File: src/rtl/ifu.sv
// Instruction fetch unit.
// Issues word-aligned fetch requests to instruction memory under a 2-credit
// rule (outstanding + buffered <= 2). It buffers returned words together with
// their fetch addresses in a 2-entry FIFO and presents the FIFO head to decode.
// A redirect flushes the buffer. Responses still in flight are counted as
// discards, and the DRAIN state drops them before fetching resumes.
//
// Optional build macro: IFU_BYPASS_EN. When it is defined, a response that
// arrives while the FIFO is empty is presented combinationally in the same cycle.
//
// Ports:
//   clk, rst                     clock, asynchronous active-high reset
//   jump_en_i, jump_addr_i       redirect request and target
//   hold_i                       decode stall
//   imem_req_o, imem_addr_o      fetch request / address
//   imem_gnt_i                   request accepted
//   imem_rvalid_i, imem_rdata_i  in-order read response
//   inst_o, inst_addr_o          instruction and its address
//   inst_valid_o                 instruction outputs are real
//
// state | meaning
// BOOT  | first cycle after reset, no requests
// FETCH | normal fetching under credit limit
// DRAIN | dropping responses issued before a redirect
module ifu #(
   parameter logic [31:0] RESET_PC = 32'h0000_0000
) (
   input  logic        clk,
   input  logic        rst,
   input  logic        jump_en_i,
   input  logic [31:0] jump_addr_i,
   input  logic        hold_i,
   output logic        imem_req_o,
   output logic [31:0] imem_addr_o,
   input  logic        imem_gnt_i,
   input  logic        imem_rvalid_i,
   input  logic [31:0] imem_rdata_i,
   output logic [31:0] inst_o,
   output logic [31:0] inst_addr_o,
   output logic        inst_valid_o
);

   localparam logic [31:0] NOP = 32'h0000_0013;

   typedef enum logic [1:0] {BOOT, FETCH, DRAIN} state_t;

   state_t      state, state_next;
   logic [31:0] pc;

   // granted-address FIFO: one entry per live (non-discarded) outstanding request
   logic [31:0] ab_mem [2];
   logic        ab_rd, ab_wr;
   logic [1:0]  ab_cnt;

   // instruction FIFO
   logic [31:0] ib_data [2];
   logic [31:0] ib_addr [2];
   logic        ib_rd, ib_wr;
   logic [1:0]  ib_cnt;

   logic [1:0]  disc_cnt, disc_next;
   logic [2:0]  used, pend;
   logic        grant, resp_live, resp_drop, byp, pop, pop_ib, push_ib;

   assign used  = {1'b0, ab_cnt} + {1'b0, disc_cnt} + {1'b0, ib_cnt};
   assign pend  = {1'b0, ab_cnt} + {1'b0, disc_cnt};

   assign imem_req_o  = (state == FETCH) && (used < 3'd2) && !jump_en_i;
   assign imem_addr_o = pc;
   assign grant       = imem_req_o & imem_gnt_i;

   // Discards are always older than any live request, so while the discard
   // count is non-zero every response belongs to a discarded request.
   assign resp_drop = imem_rvalid_i && (disc_cnt != 2'd0);
   assign resp_live = imem_rvalid_i && (disc_cnt == 2'd0) && (ab_cnt != 2'd0) && !jump_en_i;

`ifdef IFU_BYPASS_EN
   assign byp = resp_live && (ib_cnt == 2'd0);
`else
   assign byp = 1'b0;
`endif

   always_comb begin
      inst_o       = NOP;
      inst_addr_o  = 32'h0;
      inst_valid_o = 1'b0;
      if (ib_cnt != 2'd0) begin
         inst_o       = ib_data[ib_rd];
         inst_addr_o  = ib_addr[ib_rd];
         inst_valid_o = 1'b1;
      end else if (byp) begin
         inst_o       = imem_rdata_i;
         inst_addr_o  = ab_mem[ab_rd];
         inst_valid_o = 1'b1;
      end
   end

   assign pop     = inst_valid_o && !hold_i && !jump_en_i;
   assign pop_ib  = pop && (ib_cnt != 2'd0);
   // a bypassed word consumed this cycle never enters the FIFO
   assign push_ib = resp_live && !(byp && !hold_i);

   always_comb begin
      disc_next = disc_cnt;
      if (jump_en_i) begin
         // every in-flight request becomes a discard, minus one returning now
         disc_next = pend[1:0] - {1'b0, (imem_rvalid_i && (pend != 3'd0))};
      end else if (resp_drop) begin
         disc_next = disc_cnt - 2'd1;
      end
   end

   always_comb begin
      state_next = state;
      case (state)
         BOOT:    state_next = FETCH;
         FETCH:   if (jump_en_i && (disc_next != 2'd0)) state_next = DRAIN;
         DRAIN:   if (disc_next == 2'd0) state_next = FETCH;
         default: state_next = BOOT;
      endcase
   end

   always_ff @(posedge clk or posedge rst) begin
      if (rst) begin
         state    <= BOOT;
         pc       <= RESET_PC;
         disc_cnt <= 2'd0;
         ab_rd    <= 1'b0;
         ab_wr    <= 1'b0;
         ab_cnt   <= 2'd0;
         ib_rd    <= 1'b0;
         ib_wr    <= 1'b0;
         ib_cnt   <= 2'd0;
      end else begin
         state    <= state_next;
         disc_cnt <= disc_next;
         if (jump_en_i) begin
            pc     <= {jump_addr_i[31:2], 2'b00};
            ab_rd  <= 1'b0;
            ab_wr  <= 1'b0;
            ab_cnt <= 2'd0;
            ib_rd  <= 1'b0;
            ib_wr  <= 1'b0;
            ib_cnt <= 2'd0;
         end else begin
            if (grant) begin
               pc    <= pc + 32'd4;
               ab_wr <= ~ab_wr;
            end
            if (resp_live) ab_rd <= ~ab_rd;
            ab_cnt <= ab_cnt + {1'b0, grant} - {1'b0, resp_live};
            if (push_ib) ib_wr <= ~ib_wr;
            if (pop_ib)  ib_rd <= ~ib_rd;
            ib_cnt <= ib_cnt + {1'b0, push_ib} - {1'b0, pop_ib};
         end
      end
   end

   always_ff @(posedge clk) begin
      if (grant) ab_mem[ab_wr] <= pc;
      if (push_ib && !jump_en_i) begin
         ib_data[ib_wr] <= imem_rdata_i;
         ib_addr[ib_wr] <= ab_mem[ab_rd];
      end
   end

endmodule

File: config.mk
export PLATFORM = sky130hd
export DESIGN_NAME = ifu
export DESIGN_NICKNAME = d
export VERILOG_FILES = /design/src/rtl/ifu.sv
export SDC_FILE = /design/constraint.sdc
export NUM_CORES = 1
export LEC_CHECK = 0
export BUFFER_PORTS_ARGS = -buffer_cell sky130_fd_sc_hd__buf_2
export CAP_MARGIN = 10
export CORE_AREA = 2 2 174 142
export CTS_BUF_LIST = sky130_fd_sc_hd__clkbuf_8
export DETAILED_ROUTE_END_ITERATION = 7
export DIE_AREA = 0 0 176 144
export RECOVER_POWER = 50
export SLEW_MARGIN = 20
export SYNTH_ARGS = -nofsm -noshare
export SYNTH_HDL_FRONTEND = slang
export SYNTH_SLANG_ARGS = --single-unit
export TNS_END_PERCENT = 1
File: constraint.sdc
create_clock -name clk -period 11.59 [get_ports clk]
set_input_delay 1.7385 -clock clk [delete_from_list [all_inputs] [get_ports clk]]
set_output_delay 1.7385 -clock clk [all_outputs]
set_load 0.05 [all_outputs]
==> flow_summary.json <==
{
  "outcome": "finished with violations",
  "violations": "capacitance limit, slew limit",
  "dpl.cell_count": 1087,
  "fp.coreArea_mm2": 0.0238,
  "multi_input_area_mm2": 0.00254,
  "layout_commonest_cell": "edfxtp_1",
  "routedWlPerCell_um": 16.4,
  "grt_pass1_vias": 5344,
  "globalplace.congestion": 0.763,
  "cts_resized": 0,
  "ys.flop_type": "edfxtp_1",
  "grt_antenna_before_repair": 1,
  "rr_startpoint": "ab_cnt[0]$_DFF_PP0_",
  "synth_edf_count": 184,
  "drt_pass1_iterations": 4,
  "synthArstFlopShare_pct": 18.6,
  "hp-class": "reg2reg",
  "dieHeight_um": 144,
  "rsz0062_at_grt": "no",
  "drc": 0,
  "cts_buffers": 38,
  "cts_root_buf": "clkbuf_8",
  "avgSynthCellArea_um2": 14.8,
  "synth_warnings": 0,
  "critPathKind": "in2out",
  "critPathArrivalTime_ps": 4560,
  "dp_slack_ps": 6970,
  "synth-seq-cells": 226,
  "path_cells": "buf_2 > clkbuf_1 > nor4_1 > buf_2",
  "ys_types": 40,
  "htree_levels": 2,
  "initial_core_util_pct": 38.9,
  "io_buffers": 161,
  "track_usage_pct": 14.9,
  "area_delta_synth_final_pct": 19.9,
  "cts.sinks": 226,
  "cts.reportedPaths.clkPinSlew_ps": 60,
  "layout_common_cells": "edfxtp_1 (184), buf_2 (120), nor2_1 (70)",
  "slew_headroom_pct": -103,
  "min_from": "state[0]$_DFFE_PP0P_",
  "cap_violations": 2,
  "drive_above_1_share_pct": 24.1,
  "rows": 51,
  "critical_path_required_ps": 9850,
  "syn-cell-area_mm2": 0.00926,
  "grt.overflow.total": 0,
  "fin_crit_ps": 6300,
  "area.sequential_mm2": 0.00658,
  "ant_nets": 0,
  "final.setup_skew_ps": 15.5,
  "fin_util_pct": 46.6,
  "crit_start": "jump_en_i",
  "cp-start-kind": "input pin",
  "slew_viol_final": 118,
  "ctsHoldBuffers": 0,
  "cts_setup_buffers": 0,
  "via_count": 5448,
  "clock.fmax_mhz": 159,
  "dp_hpwl_um": 11500,
  "p_total_mw": 1.85,
  "rr_worst_depth": 8,
  "power_density_mw_per_mm2": 166,
  "synthCells": 627,
  "hold_depth": 1,
  "ys_seq_area_share_pct": 71.0,
  "grt_pass1_wl_um": 28900,
  "critPathMaxFanout": 74,
  "grt_max_degree": 75,
  "worst_slack_ps": 5290,
  "layout.nets": 889,
  "final-instance-count-excl-fill": 1156,
  "postPlaceCellArea_mm2": 0.0104,
  "dieArea_mm2": 0.0253,
  "fin_crit_sh_pct": 54.4,
  "crit_top_cell": "buf_2",
  "ioPinCount": 168,
  "clk-insertion-delay-late_ps": 510,
  "cts_buffer_depth": 3,
  "slowest_delay_ps": 2140,
  "whs_ps": 543,
  "fillers": 2190,
  "cts_tree": "built",
  "hold_viol": 0,
  "worst_pin_slew_ps": 3040,
  "fin_area_mm2": 0.0111,
  "p_leak_nw": 4.08,
  "first_iter_violations": 216,
  "ir_worst_vdd_mv": 0.113,
  "finalSetupViolations": 0,
  "fin_setup_tns_ps": 0,
  "worstSetupEndpointType": "primary output",
  "drt_wl_total_um": 18900,
  "routed_via_density": 4.71,
  "die_w_um": 176,
  "slowest_stage": "clkbuf_1"
}
[logic make-up after synthesis]
family | Yosys count | share of synthesized area [%]
DFF | 226 | 71.0
and+or+nand+nor | 175 | 8.82
muxes | 96 | 10.8
buffers and inverters | 43 | 2.07
AOI/OAI and AO/OA | 38 | 2.16
xor gates and xnor gates | 38 | 3.59
adders and majority gates | 10 | 1.51
other | 1 | 0.0405
[synthesized netlist by cell type, drive strengths merged (5+ instances only)]
master | count | area [um^2]
mux2i | 64 | 641
xnor2 | 10 | 87.6
ha | 8 | 100
edfxtp | 184 | 5530
nand3 | 10 | 50.1
dfrtp | 42 | 1050
inv | 13 | 48.8
buf | 16 | 90.1
nor2 | 74 | 278
clkbuf | 14 | 52.6
and2 | 5 | 31.3
o21ai | 30 | 150
mux2 | 32 | 360
nand4 | 18 | 113
nand2 | 47 | 176
xor2 | 28 | 245
[area by class of cell]
type	instances	share of cell area, %
diodes	1	0.0225
clock buffers	44	5.45
clock inverters	24	1.13
inverters	13	0.440
multi-input cells	361	22.9
flip-flops and latches	226	59.3
well taps	318	3.58
repair buffers	169	7.24
[flip-flops by register name, summed over array words and instances (netlist names)]
register and flops:
ab_wr 1, ab_mem 60, ab_cnt 2, ib_data 64, imem_addr_o 30, ib_cnt 2, ib_wr 1, ib_addr 60
state 2, ib_rd 1, ab_rd 1, disc_cnt 2
[report_power, final]
part,internal [mW],switching (mW),total [mW]
Combinational,0.0691,0.149,0.218
Sequential,0.923,0.0338,0.956
Clock,0.368,0.303,0.670
[worst max-delay path: cells and delay by family]
kind          cells  cell delay (ps)
simple gates      1              240
buf+inv           3             2560
[layer usage]
layer / up-vias / track usage, % / share of wire, %
met5: - / 0 / 0
li1: 2639 / - / -
met2: 151 / 23.8 / 46
met1: 2628 / 19.9 / 46
met3: 30 / 3.92 / 6.0
met4: 0 / 4.70 / 1.8
[path summary, 6_finish.rpt]
kind,end,slack (ps)
setup / recovery,imem_req_o,5290
hold / removal,state[0]$_DFFE_PP0P_,540
setup reg to reg,ab_mem[0][17]$_DFFE_PP_,7910
hold reg to reg,state[0]$_DFFE_PP0P_,540
max in group asynchronous,ib_rd$_DFFE_PP0P_,7610
min in group asynchronous,state[0]$_DFFE_PP0P_,2190
(Power assumes the default switching activity.)
